==> src/rtl/btn_debouncer.sv <==
// Push-button debouncer: two-flop synchronizer followed by a four-state FSM that
// accepts a new level only after STABLE_TICKS consecutive stable sample ticks.
module btn_debouncer #(
  parameter int STABLE_TICKS = 10,
  parameter int CNT_W        = $clog2(STABLE_TICKS + 1)
) (
  input  logic       clk,
  input  logic       reset,
  input  logic       tick_in,
  input  logic       btn_in,
  output logic       db_out,
  output logic       press_pulse,
  output logic       release_pulse,
  output logic [1:0] db_state
);

  typedef enum logic [1:0] {
    S_LOW       = 2'd0,
    S_WAIT_HIGH = 2'd1,
    S_HIGH      = 2'd2,
    S_WAIT_LOW  = 2'd3
  } state_t;

  localparam logic [CNT_W-1:0] LAST_CNT = CNT_W'(STABLE_TICKS - 1);

  logic             sync1;
  logic             btn_s;
  state_t           state;
  logic [CNT_W-1:0] cnt;

  always_ff @(posedge clk) begin
    if (reset) begin
      sync1         <= 1'b0;
      btn_s         <= 1'b0;
      state         <= S_LOW;
      cnt           <= '0;
      db_out        <= 1'b0;
      press_pulse   <= 1'b0;
      release_pulse <= 1'b0;
    end else begin
      sync1         <= btn_in;
      btn_s         <= sync1;
      press_pulse   <= 1'b0;
      release_pulse <= 1'b0;
      case (state)
        S_LOW: begin
          if (btn_s) begin
            state <= S_WAIT_HIGH;
            cnt   <= '0;
          end
        end
        // A level change back aborts immediately, even without a tick.
        S_WAIT_HIGH: begin
          if (!btn_s) begin
            state <= S_LOW;
            cnt   <= '0;
          end else if (tick_in) begin
            if (cnt == LAST_CNT) begin
              state       <= S_HIGH;
              db_out      <= 1'b1;
              press_pulse <= 1'b1;
              cnt         <= '0;
            end else begin
              cnt <= cnt + 1'b1;
            end
          end
        end
        S_HIGH: begin
          if (!btn_s) begin
            state <= S_WAIT_LOW;
            cnt   <= '0;
          end
        end
        S_WAIT_LOW: begin
          if (btn_s) begin
            state <= S_HIGH;
            cnt   <= '0;
          end else if (tick_in) begin
            if (cnt == LAST_CNT) begin
              state         <= S_LOW;
              db_out        <= 1'b0;
              release_pulse <= 1'b1;
              cnt           <= '0;
            end else begin
              cnt <= cnt + 1'b1;
            end
          end
        end
        default: begin
          state <= S_LOW;
          cnt   <= '0;
        end
      endcase
    end
  end

  assign db_state = state;

endmodule
==> config.mk <==
export PLATFORM = sky130hd
export DESIGN_NAME = btn_debouncer
export DESIGN_NICKNAME = d
export VERILOG_FILES = /design/src/rtl/btn_debouncer.sv
export SDC_FILE = /design/constraint.sdc
export NUM_CORES = 1
export LEC_CHECK = 0
export ABC_CLOCK_PERIOD_IN_PS = 2100
export BUFFER_PORTS_ARGS = -buffer_cell sky130_fd_sc_hd__buf_4
export CAP_MARGIN = 30
export CELL_PAD_IN_SITES_DETAIL_PLACEMENT = 1
export CELL_PAD_IN_SITES_GLOBAL_PLACEMENT = 1
export CORE_MARGIN = 5
export CORE_UTILIZATION = 34
export CTS_CLUSTER_DIAMETER = 50
export CTS_CLUSTER_SIZE = 8
export DETAILED_ROUTE_END_ITERATION = 10
export GPL_TIMING_DRIVEN = 0
export PLACE_DENSITY_LB_ADDON = 0.3
export SLEW_MARGIN = 20
export SYNTH_ARGS = -nofsm -noshare
export SYNTH_HDL_FRONTEND = slang
export SYNTH_SLANG_ARGS = --single-unit
==> constraint.sdc <==
create_clock -name clk -period 2.1 [get_ports clk]
set_input_delay 0.315 -clock clk [delete_from_list [all_inputs] [get_ports clk]]
set_output_delay 0.315 -clock clk [all_outputs]
set_load 0.02 [all_outputs]
==> results of run 1 <==
[power groups by stage]
| stage | Clock (mW) | Sequential [mW] | Combinational, mW |
|---|---|---|---|
| 2_1_floorplan | 0 | 0.218 | 0.00904 |
| 3_3_place_gp | 0 | 0.218 | 0.0183 |
| 3_5_place_dp | 0 | 0.218 | 0.0182 |
| 4_1_cts | 0.149 | 0.213 | 0.0183 |
| 5_1_grt | 0.164 | 0.214 | 0.0198 |
| 6_report | 0.142 | 0.213 | 0.0179 |
[synthesized netlist by cell type]
| master | instances |
|---|---|
| sky130_fd_sc_hd__inv_1 | 1 |
| sky130_fd_sc_hd__nor3b_1 | 1 |
| sky130_fd_sc_hd__nor4b_1 | 2 |
| sky130_fd_sc_hd__xnor2_1 | 1 |
| sky130_fd_sc_hd__ha_1 | 2 |
| sky130_fd_sc_hd__nand3_1 | 2 |
| sky130_fd_sc_hd__nand3b_1 | 1 |
| sky130_fd_sc_hd__nor2b_1 | 2 |
| sky130_fd_sc_hd__nand2_1 | 6 |
| sky130_fd_sc_hd__and2_1 | 1 |
| sky130_fd_sc_hd__nand4_1 | 1 |
| sky130_fd_sc_hd__clkbuf_1 | 1 |
| sky130_fd_sc_hd__or2_0 | 1 |
| sky130_fd_sc_hd__a22oi_1 | 1 |
| sky130_fd_sc_hd__and4b_4 | 1 |
| sky130_fd_sc_hd__a211oi_1 | 1 |
| sky130_fd_sc_hd__dfxtp_1 | 11 |
| sky130_fd_sc_hd__nor2_1 | 4 |
| sky130_fd_sc_hd__and2b_2 | 1 |
| sky130_fd_sc_hd__nor3b_4 | 1 |
| sky130_fd_sc_hd__a31oi_1 | 2 |
| sky130_fd_sc_hd__o21ai_0 | 3 |
| sky130_fd_sc_hd__a21oi_1 | 5 |
[critical path: cells and delay by family (launching register included)]
family	cells	cell delay [ns]
flip-flops	1	0.40
buffers and inverters	1	0.06
AND/OR/NAND/NOR	3	0.60
AO/OA/AOI/OAI	1	0.16
adder cells (fa/ha/maj)	1	0.17
[path summary, 6_finish.rpt]
check | startpoint | end | slack, ns | cells after the start
max | cnt[1]$_SDFFE_PP0P_ | cnt[3]$_SDFFE_PP0P_ | 0.63 | 6
min | reset | btn_s$_SDFF_PP0_ | 0.21 | 2
max reg2reg | cnt[1]$_SDFFE_PP0P_ | cnt[3]$_SDFFE_PP0P_ | 0.63 | 6
min reg2reg | sync1$_SDFF_PP0_ | btn_s$_SDFF_PP0_ | 0.45 | 1
[flip-flops by register name, summed over array words and instances, names as in the netlist, named ones only]
name / cells
sync1: 1
cnt: 4
btn_s: 1
press_pulse: 1
release_pulse: 1
db_state: 1
db_out: 1
[metrics by stage]
stage	std cells	setup WS (ns)	util, %
floorplan	52	0.7854	-
global placement	75	0.6518	42.55
detailed placement	75	0.6482	42.55
CTS	79	0.6368	44.54
global route	79	0.5335	44.54
finish	79	0.6335	44.54
[routing by layer]
metal | global-route usage (%) | vias up | share of wire (%)
met5 | 0 | - | 0
met4 | 6.452 | 0 | 1.2
met3 | 6.015 | 2 | 7.6
met2 | 12.83 | 8 | 43
met1 | 10.36 | 185 | 48
li1 | - | 209 | -
[cells by family (layout without fill, tap and decap cells)]
kind of cell | count (synthesis) | after routing
flip-flops | 11 | 11
adder cells (fa/ha/maj) | 2 | 2
AND/OR/NAND/NOR | 24 | 24
AO/OA/AOI/OAI | 12 | 12
XOR/XNOR | 1 | 1
buffers and inverters | 2 | 14
[area by class of cell]
cell class / count / area share (%)
tap: 15 / 3.198
sequential: 11 / 37.53
buffer: 1 / 0.6397
timing repair buffer: 8 / 10.23
multi-input combinational: 39 / 43.28
clock buffer: 4 / 4.478
inverter: 1 / 0.6397
==> impl.org, run 1 <==
** Synthesis
- Post-synth cell types :: 23
- Post-synthesis compound-gate area fraction :: 14.03%
- Number of flip-flops and latches in the synthesized netlist :: 11
- Summed over all instances, the cell type with the most area after synthesis is sky130_fd_sc_hd__dfxtp_1.
- Seq/Total Area, Yosys :: ~46%
- Area share of the largest cell type after synthesis :: a little under half
- Dominant combinational cell family by area after synthesis :: simple AND/OR/NAND/NOR gates
- After synthesis, the share of cell area in mux cells is 0%.
- Number of instances in the synthesized netlist :: 52
- The number of nets handed over by synthesis was just under 60.
- The synthesized netlist devotes under 10% of its cell area to adder and majority cells.
- Cell Area, Synth :: 481.7 sq um
- After Yosys synthesis, and, or, nand and nor cells account for between 30% and 40% of the synthesized area.
- After Yosys synthesis, XOR and XNOR cells account for under 10% of the synthesized area.
- For this run, the number of Yosys warnings is 0.
- By area the synthesized netlist is led by sky130_fd_sc_hd__dfxtp_1 46%, sky130_fd_sc_hd__a21oi_1 5.2%, sky130_fd_sc_hd__ha_1 5.2%.
- Average cell area after synthesis :: 9.264 sq um

** Run status
- Run status :: finished, final reports clean

** Power and ir drop
- Static leakage :: 0.2097 nW
- Internal power comes to 0.2931 mW.
- Power density over the cells :: around 640 nW/um^2
- In this run switching power makes up about 21% of total power.
- Share of total power in the clock network :: 38.0%
- Power comes to about 0.37 mW.
- Switching power :: around 0.08 mW
- Fraction of power consumed by sequential logic :: between 50% and 60%
- Logic gate share of total power :: around 4.8%
- Worst vdd ir :: roughly 370 uV

** CTS
- CTS H-tree depth :: 1
- Num Clock Sinks :: 11
- Post-CTS setup repair buffer count :: 0
- Later-pin clock latency in the skew report :: 0.27 ns
- Hold repair after CTS inserted 0 buffers.
- In this run, CTS created clock tree buffers numbering 3.
- Gates resized during post-CTS repair numbered 0.
- Buffers from clock root to sink, at most :: 2
- TritonCTS built the clock tree.
- Clock-pin slew was measured on the worst setup and hold paths at approximately 0.07 ns.
- Clock root cell :: sky130_fd_sc_hd__clkbuf_4

** Cells and area
- The number of antenna diodes in the final layout is 0.
- Relative to the synthesized area, the layout overhead comes to 21.82%.
- Leaving out fill and tap cells, the most frequent cell in the layout is sky130_fd_sc_hd__dfxtp_1.
- Summing all multi-input logic gate instances after layout gives around 250 sq um.
- Counting the fill cells in the layout gives about 160.
- Most frequent cells in the layout :: 11 x sky130_fd_sc_hd__dfxtp_1, 8 x sky130_fd_sc_hd__buf_4, 6 x sky130_fd_sc_hd__nand2_1
- After routing the design area is between 500 and 600 sq um.
- Layout cells sized above 1 :: around 22%
- Sequential cell area :: 220.2 sq um
- In the final design database the tool counted 71 nets.

** Timing
- Setup violations remaining at the end of the flow were counted as 0.
- Of the available clock period, the critical path in the final layout requires between 60% and 70%.
- Layout Skew :: roughly 0.0030 ns
- The final hold violation count came to 0.
- Worst slew margin relative to its limit :: a little under three quarters
- TNS Setup :: 0 ns
- Transition time at the pin with the least slew margin :: 0.4230 ns
- Post-route minimum period :: approximately 1.5 ns
- Max Transition Viols Final :: 0
- Final Hold Slack :: between 0.2 and 0.25 ns
- Derived from the worst setup path, the maximum achievable clock frequency is 681.9 MHz.
- Setup repair after global routing left no endpoint under its margin.

** Floorplanning
- Ports :: 9
- Height of the die :: between 40 and 50 um
- For this configuration, the core starts out at a cell density of between 30% and 40%.
- Die span in x :: 47.64 um
- Area of the placeable core :: 1318 sq um
- After floorplanning, the core was divided into 13 placement rows.
- Die outline area :: roughly 2300 sq um

** GRT
- In the global route stage, overall resource usage came out at a little under a tenth.
- First-pass GRT wire length :: between 1 and 1.5 mm
- The initial antenna violation count is 0.
- Via count of the first global-routing pass :: 337
- Entering global routing, the biggest net connects 11 pins.
- Global routing finished with a remaining overflow of 0.

** Setup path
- The critical path is of the reg2reg type.
- On the critical path, the stage with the largest delay is an instance of sky130_fd_sc_hd__dfxtp_1.
- STA classifies the critical path startpoint as a register.
- Data on the critical path arrives at its endpoint at about 1.7 ns.
- On the worst path, the slowest cell contributes a delay of roughly 0.4 ns.
- Critical-path cell list :: inv_1 > ha_1 > and4b_4 > nor3b_4 > nand3_1 > a31oi_1
- STA classifies the critical path endpoint as a register.
- Req. time, crit path :: between 2 and 2.5 ns
- CP max FO :: 5

** Placed design
- Buffers placed on the I/O ports in this run total 8.
- The congestion estimate from routability-driven global placement came to 0.7132.
- Placed wire-length estimate after detailed placement :: around 690 um
- In this run the cell area measured after placement is around 560 sq um.

** Drt
- Detailed Route WL :: 906 um
- Via/cell ratio :: just over 5
- Total via count after detailed routing :: around 400
- Post-DRT Antenna Nets :: 0
- Drt initial violations :: 2
- First-pass iteration count of the detailed router :: 2
- In the routed design, unresolved DRC markers number 0.
- Routed wirelength normalized by instance count :: between 10 and 15 um

** Min path
- The path class of the tightest hold or removal check is in2reg.

** Flow run
- Max-Cap Viols :: 0
No activity file was read; power rests on OpenSTA's default activity.
==> inputs of run 2 (changes only) <==
--- a/config.mk
+++ b/config.mk
@@ -5,13 +5,13 @@
 export SDC_FILE = /design/constraint.sdc
 export NUM_CORES = 1
 export LEC_CHECK = 0
-export ABC_CLOCK_PERIOD_IN_PS = 2100
+export ABC_CLOCK_PERIOD_IN_PS = 1310
 export BUFFER_PORTS_ARGS = -buffer_cell sky130_fd_sc_hd__buf_4
 export CAP_MARGIN = 30
 export CELL_PAD_IN_SITES_DETAIL_PLACEMENT = 1
 export CELL_PAD_IN_SITES_GLOBAL_PLACEMENT = 1
 export CORE_MARGIN = 5
-export CORE_UTILIZATION = 34
+export CORE_UTILIZATION = 33
 export CTS_CLUSTER_DIAMETER = 50
 export CTS_CLUSTER_SIZE = 8
 export DETAILED_ROUTE_END_ITERATION = 10
==> constraint.sdc (replaced) <==
create_clock -name clk -period 1.31 [get_ports clk]
set_input_delay 0.1965 -clock clk [delete_from_list [all_inputs] [get_ports clk]]
set_output_delay 0.1965 -clock clk [all_outputs]
set_load 0.02 [all_outputs]
==> run 2 against run 1 <==
  * The flow now finishes with violations (negative setup slack)
  * Sequential share of layout area shrank 1.9 points
  * Flip-flop and latch count unchanged
  * Fmax increased by 11%
  * Register-to-register slack lost 0.65 ns
  * Sequential power grew 61%
  * Die area up 2.4%
  * Clock power grew 62%
  * Clock skew is 0.00081 ns lower
  * Clock-buffer cell count down 1
  * Total power grew 61%
  * Critical path depth is the same
  * Combinational power is 72% higher
  * Critical path type unchanged
  * Critical endpoint unchanged
  * Largest power group unchanged
==> impl.org, run 2 (synthesis results as in run 1) <==
** Run status
- Run status :: complete, but fails checks
- The checks that failed: negative setup slack.

** Power and ir drop
- The net switching power figure came to 0.1369 mW (+71%).
- The combinational power share is 5.1% (+0.3 points).
- The relative contribution of sequential cells to total power is 56.8% (-0.4 points).
- The worst IR drop on VDD came to 740.8 uV (+100%).
- The power per cell area is 963.0 nW/um^2 (+51%).
- The share of total power consumed by net switching was 22.72% (+1.3 points).
- Overall power :: 0.6025 mW (+61%)
- The static leakage is 0.2274 nW (+8.5%).
- Share of total power in the clock network :: 38.1% (about the same)
- Cell-internal power :: 0.4656 mW (+59%)

** Floorplanning
- Ports :: 9 (unchanged)
- Initial Util :: 36.12% (-0.45 points)
- The area enclosed by the die boundary was 2324 sq um (+2.4%).
- Floorplan row count :: 13 (unchanged)
- The area of the core was 1334 sq um (+1.2%).
- The floorplan die height is 48.21 um (+1.2%).
- The width of the die was 48.21 um (+1.2%).

** GRT
- The global routing stage identified its most utilized layer as met2.
- Met1 track demand over resource :: 13.30% (+2.9 points)
- First-pass GRT wire length :: 1.773 mm (+27%)
- Initial antenna violation count :: 0 (unchanged)
- The met2 track utilization from global routing came to 17.19% (+4.4 points).
- The via count of the first global-routing pass was 418 (+24%).
- The met3 track demand over resource is 7.749% (+1.7 points).
- Tot GR Track Use :: 11.26% (+1.9 points)
- The maximum number of pins on one net before global-route repair is 11 (unchanged).
- The total overflow reported by the global router was 0 (unchanged).

** Cells and area
- Number of flip-flops in the largest register :: 4 (unchanged)
- The multi-input logic area was 274.0 sq um (+7.9%).
- The count of fill cells added during filler insertion is 160 (+1.9%).
- The net count of the finished layout is 73 (+2.8%).
- Layout cells sized above 1 :: 33.33% (+11 points)
- Fraction of the core area covered by cells at the end of the flow :: 46.90% (+2.4 points)
- The area of all sequential standard cells came to 222.7 sq um (+1.1%).
- Final std cells w/o fill :: 81 (+2.5%)
- The post-route standard cell area excluding fillers came to 625.6 sq um (+6.6%).
- The antenna diode instance count was 0 (unchanged).
- From synthesis to final layout, the design area changed by 29.87%.
- The library cells used most frequently in the layout, excluding fill and tap cells, are 10 x sky130_fd_sc_hd__buf_4, 9 x sky130_fd_sc_hd__dfxtp_1, 6 x sky130_fd_sc_hd__nand2_1.
- Counting flops per register, the top entry is cnt.
- Most common cell after layout, fill and taps aside :: sky130_fd_sc_hd__buf_4

** Setup path
- Endpoint class of the critical path :: register
- Reg-to-reg critical path startpoint :: cnt[1]$_SDFFE_PP0P_
- The arrival time of the worst setup path was 1.52 ns (-0.15 ns).
- Worst setup startpoint :: cnt[1]$_SDFFE_PP0P_
- Kind of critical path :: reg2reg
- Startpoint types :: register
- The highest net fanout along the worst path was 5 (unchanged).
- Req. time, crit path :: 1.50 ns (-0.80 ns)

** Drt
- The routed length per instance came to 13.10 um (+14%).
- First-pass iteration count of the detailed router :: 2 (unchanged)
- The remaining design rule violation count came to 0 (unchanged).
- Detailed Route WL :: 1.061 mm (+17%)
- Total via count after detailed routing :: 415 (+2.7%)
- Drt initial violations :: 2 (unchanged)
- The post-detailed-route via-to-cell ratio is 5.123 (+0.19%).
- The remaining antenna violation count after routing is 0 (unchanged).

** CTS
- The total CTS buffers is 3 (unchanged).
- Clock tree from TritonCTS :: built
- Clock root cell :: sky130_fd_sc_hd__clkbuf_4
- The number of clock sinks seen by CTS is 11 (unchanged).
- The clock slew seen by the registers of the worst setup and hold paths is 0.07 ns (about the same).
- CTS H-tree depth :: 1 (unchanged)
- The maximum root-to-sink buffer count is 2 (unchanged).
- Later-pin clock latency in the skew report :: 0.27 ns (about the same)
- The total of hold buffers inserted after clock tree synthesis was 0 (unchanged).

** Timing
- The measured slew at the worst slew-check pin is 0.4494 ns (+0.02639 ns).
- The highest achievable clock rate was 755.4 MHz (+11%).
- The maximum clock skew at final layout came to 0.002186 ns (-0.0008056 ns).
- The least setup slack across all paths after layout is -0.01387 ns (-0.6474 ns).
- The final hold violation count came to 0 (unchanged).
- TNS Setup :: -0.01387 ns (-0.01387 ns)
- Max Transition Viols Final :: 0 (unchanged)
- The final setup violation count came to 1 (+1).
- Worst slew margin relative to its limit :: 70.04% (-1.6 points)
- Post-route minimum period :: 1.324 ns (-0.1426 ns)
- Part of the cycle the worst path needs :: 101.1% (+31 points)
- The worst hold margin is 0.08279 ns (-0.1247 ns).
- Setup repair after global routing could not meet its margin everywhere.

** Placed design
- Placed wire-length estimate after detailed placement :: 764.2 um (+12%)
- The worst-case setup slack after placement is -0.1582 ns (-0.8064 ns).
- Number of input and output port buffers inserted :: 8 (unchanged)
- The routability-driven placement congestion ratio was 0.7037 (-1.3%).
- Cells after DPL :: 75 (unchanged)
- Total placed instance area :: 560.5 sq um (unchanged)

** Min path
- The worst hold path belongs to the class in2reg.
- The worst hold path begins at reset.

** Flow run
- The count of maximum capacitance violations is 0 (unchanged).
-- run 2: repair_timing --
action | CTS | global route
setup endpoints to repair | 7 | 7
buffers inserted | 2 | 0
gates resized for setup | 7 | 0
pin swaps | 5 | 2
-- run 2: path summary, 6_finish.rpt --
check | to | slack, ns | cells after the start
worst max-delay path | cnt[3]$_SDFFE_PP0P_ | -0.01 | 6
worst min-delay path | btn_s$_SDFF_PP0_ | 0.08 | 2
worst max register to register | cnt[3]$_SDFFE_PP0P_ | -0.01 | 6
worst min register to register | btn_s$_SDFF_PP0_ | 0.45 | 1
-- run 2: worst max-delay path, stage by stage (launching register included) --
cell	delay [ns]
sky130_fd_sc_hd__dfxtp_2	0.34
sky130_fd_sc_hd__inv_2	0.04
sky130_fd_sc_hd__ha_4	0.14
sky130_fd_sc_hd__and4b_4	0.20
sky130_fd_sc_hd__nor3b_4	0.28
sky130_fd_sc_hd__nand3_1	0.12
sky130_fd_sc_hd__a31oi_1	0.14
-- run 2: layout make-up --
cell class	instances	share of cell area [%]
multi-input cells	39	43.80
plain buffers	1	0.6000
clock inverters	1	0.8000
repair buffers	10	12.00
well taps	15	3.000
flip-flops and latches	11	35.60
inverters	1	0.6000
clock buffers	3	3.600
-- run 2: power by group through the flow --
| stage | Combinational, mW | Sequential, mW | Clock [mW] |
|---|---|---|---|
| floorplan | 0.0145 | 0.350 | 0 |
| global placement | 0.0298 | 0.350 | 0 |
| detailed placement | 0.0302 | 0.350 | 0 |
| CTS | 0.0314 | 0.342 | 0.241 |
| global route | 0.0341 | 0.343 | 0.271 |
| finish | 0.0308 | 0.342 | 0.230 |
-- run 2: layer usage --
layer	vias to the layer above	routed length, um
met4	0	0
met3	0	37
met2	5	498
met5	-	0
met1	195	524
li1	215	-
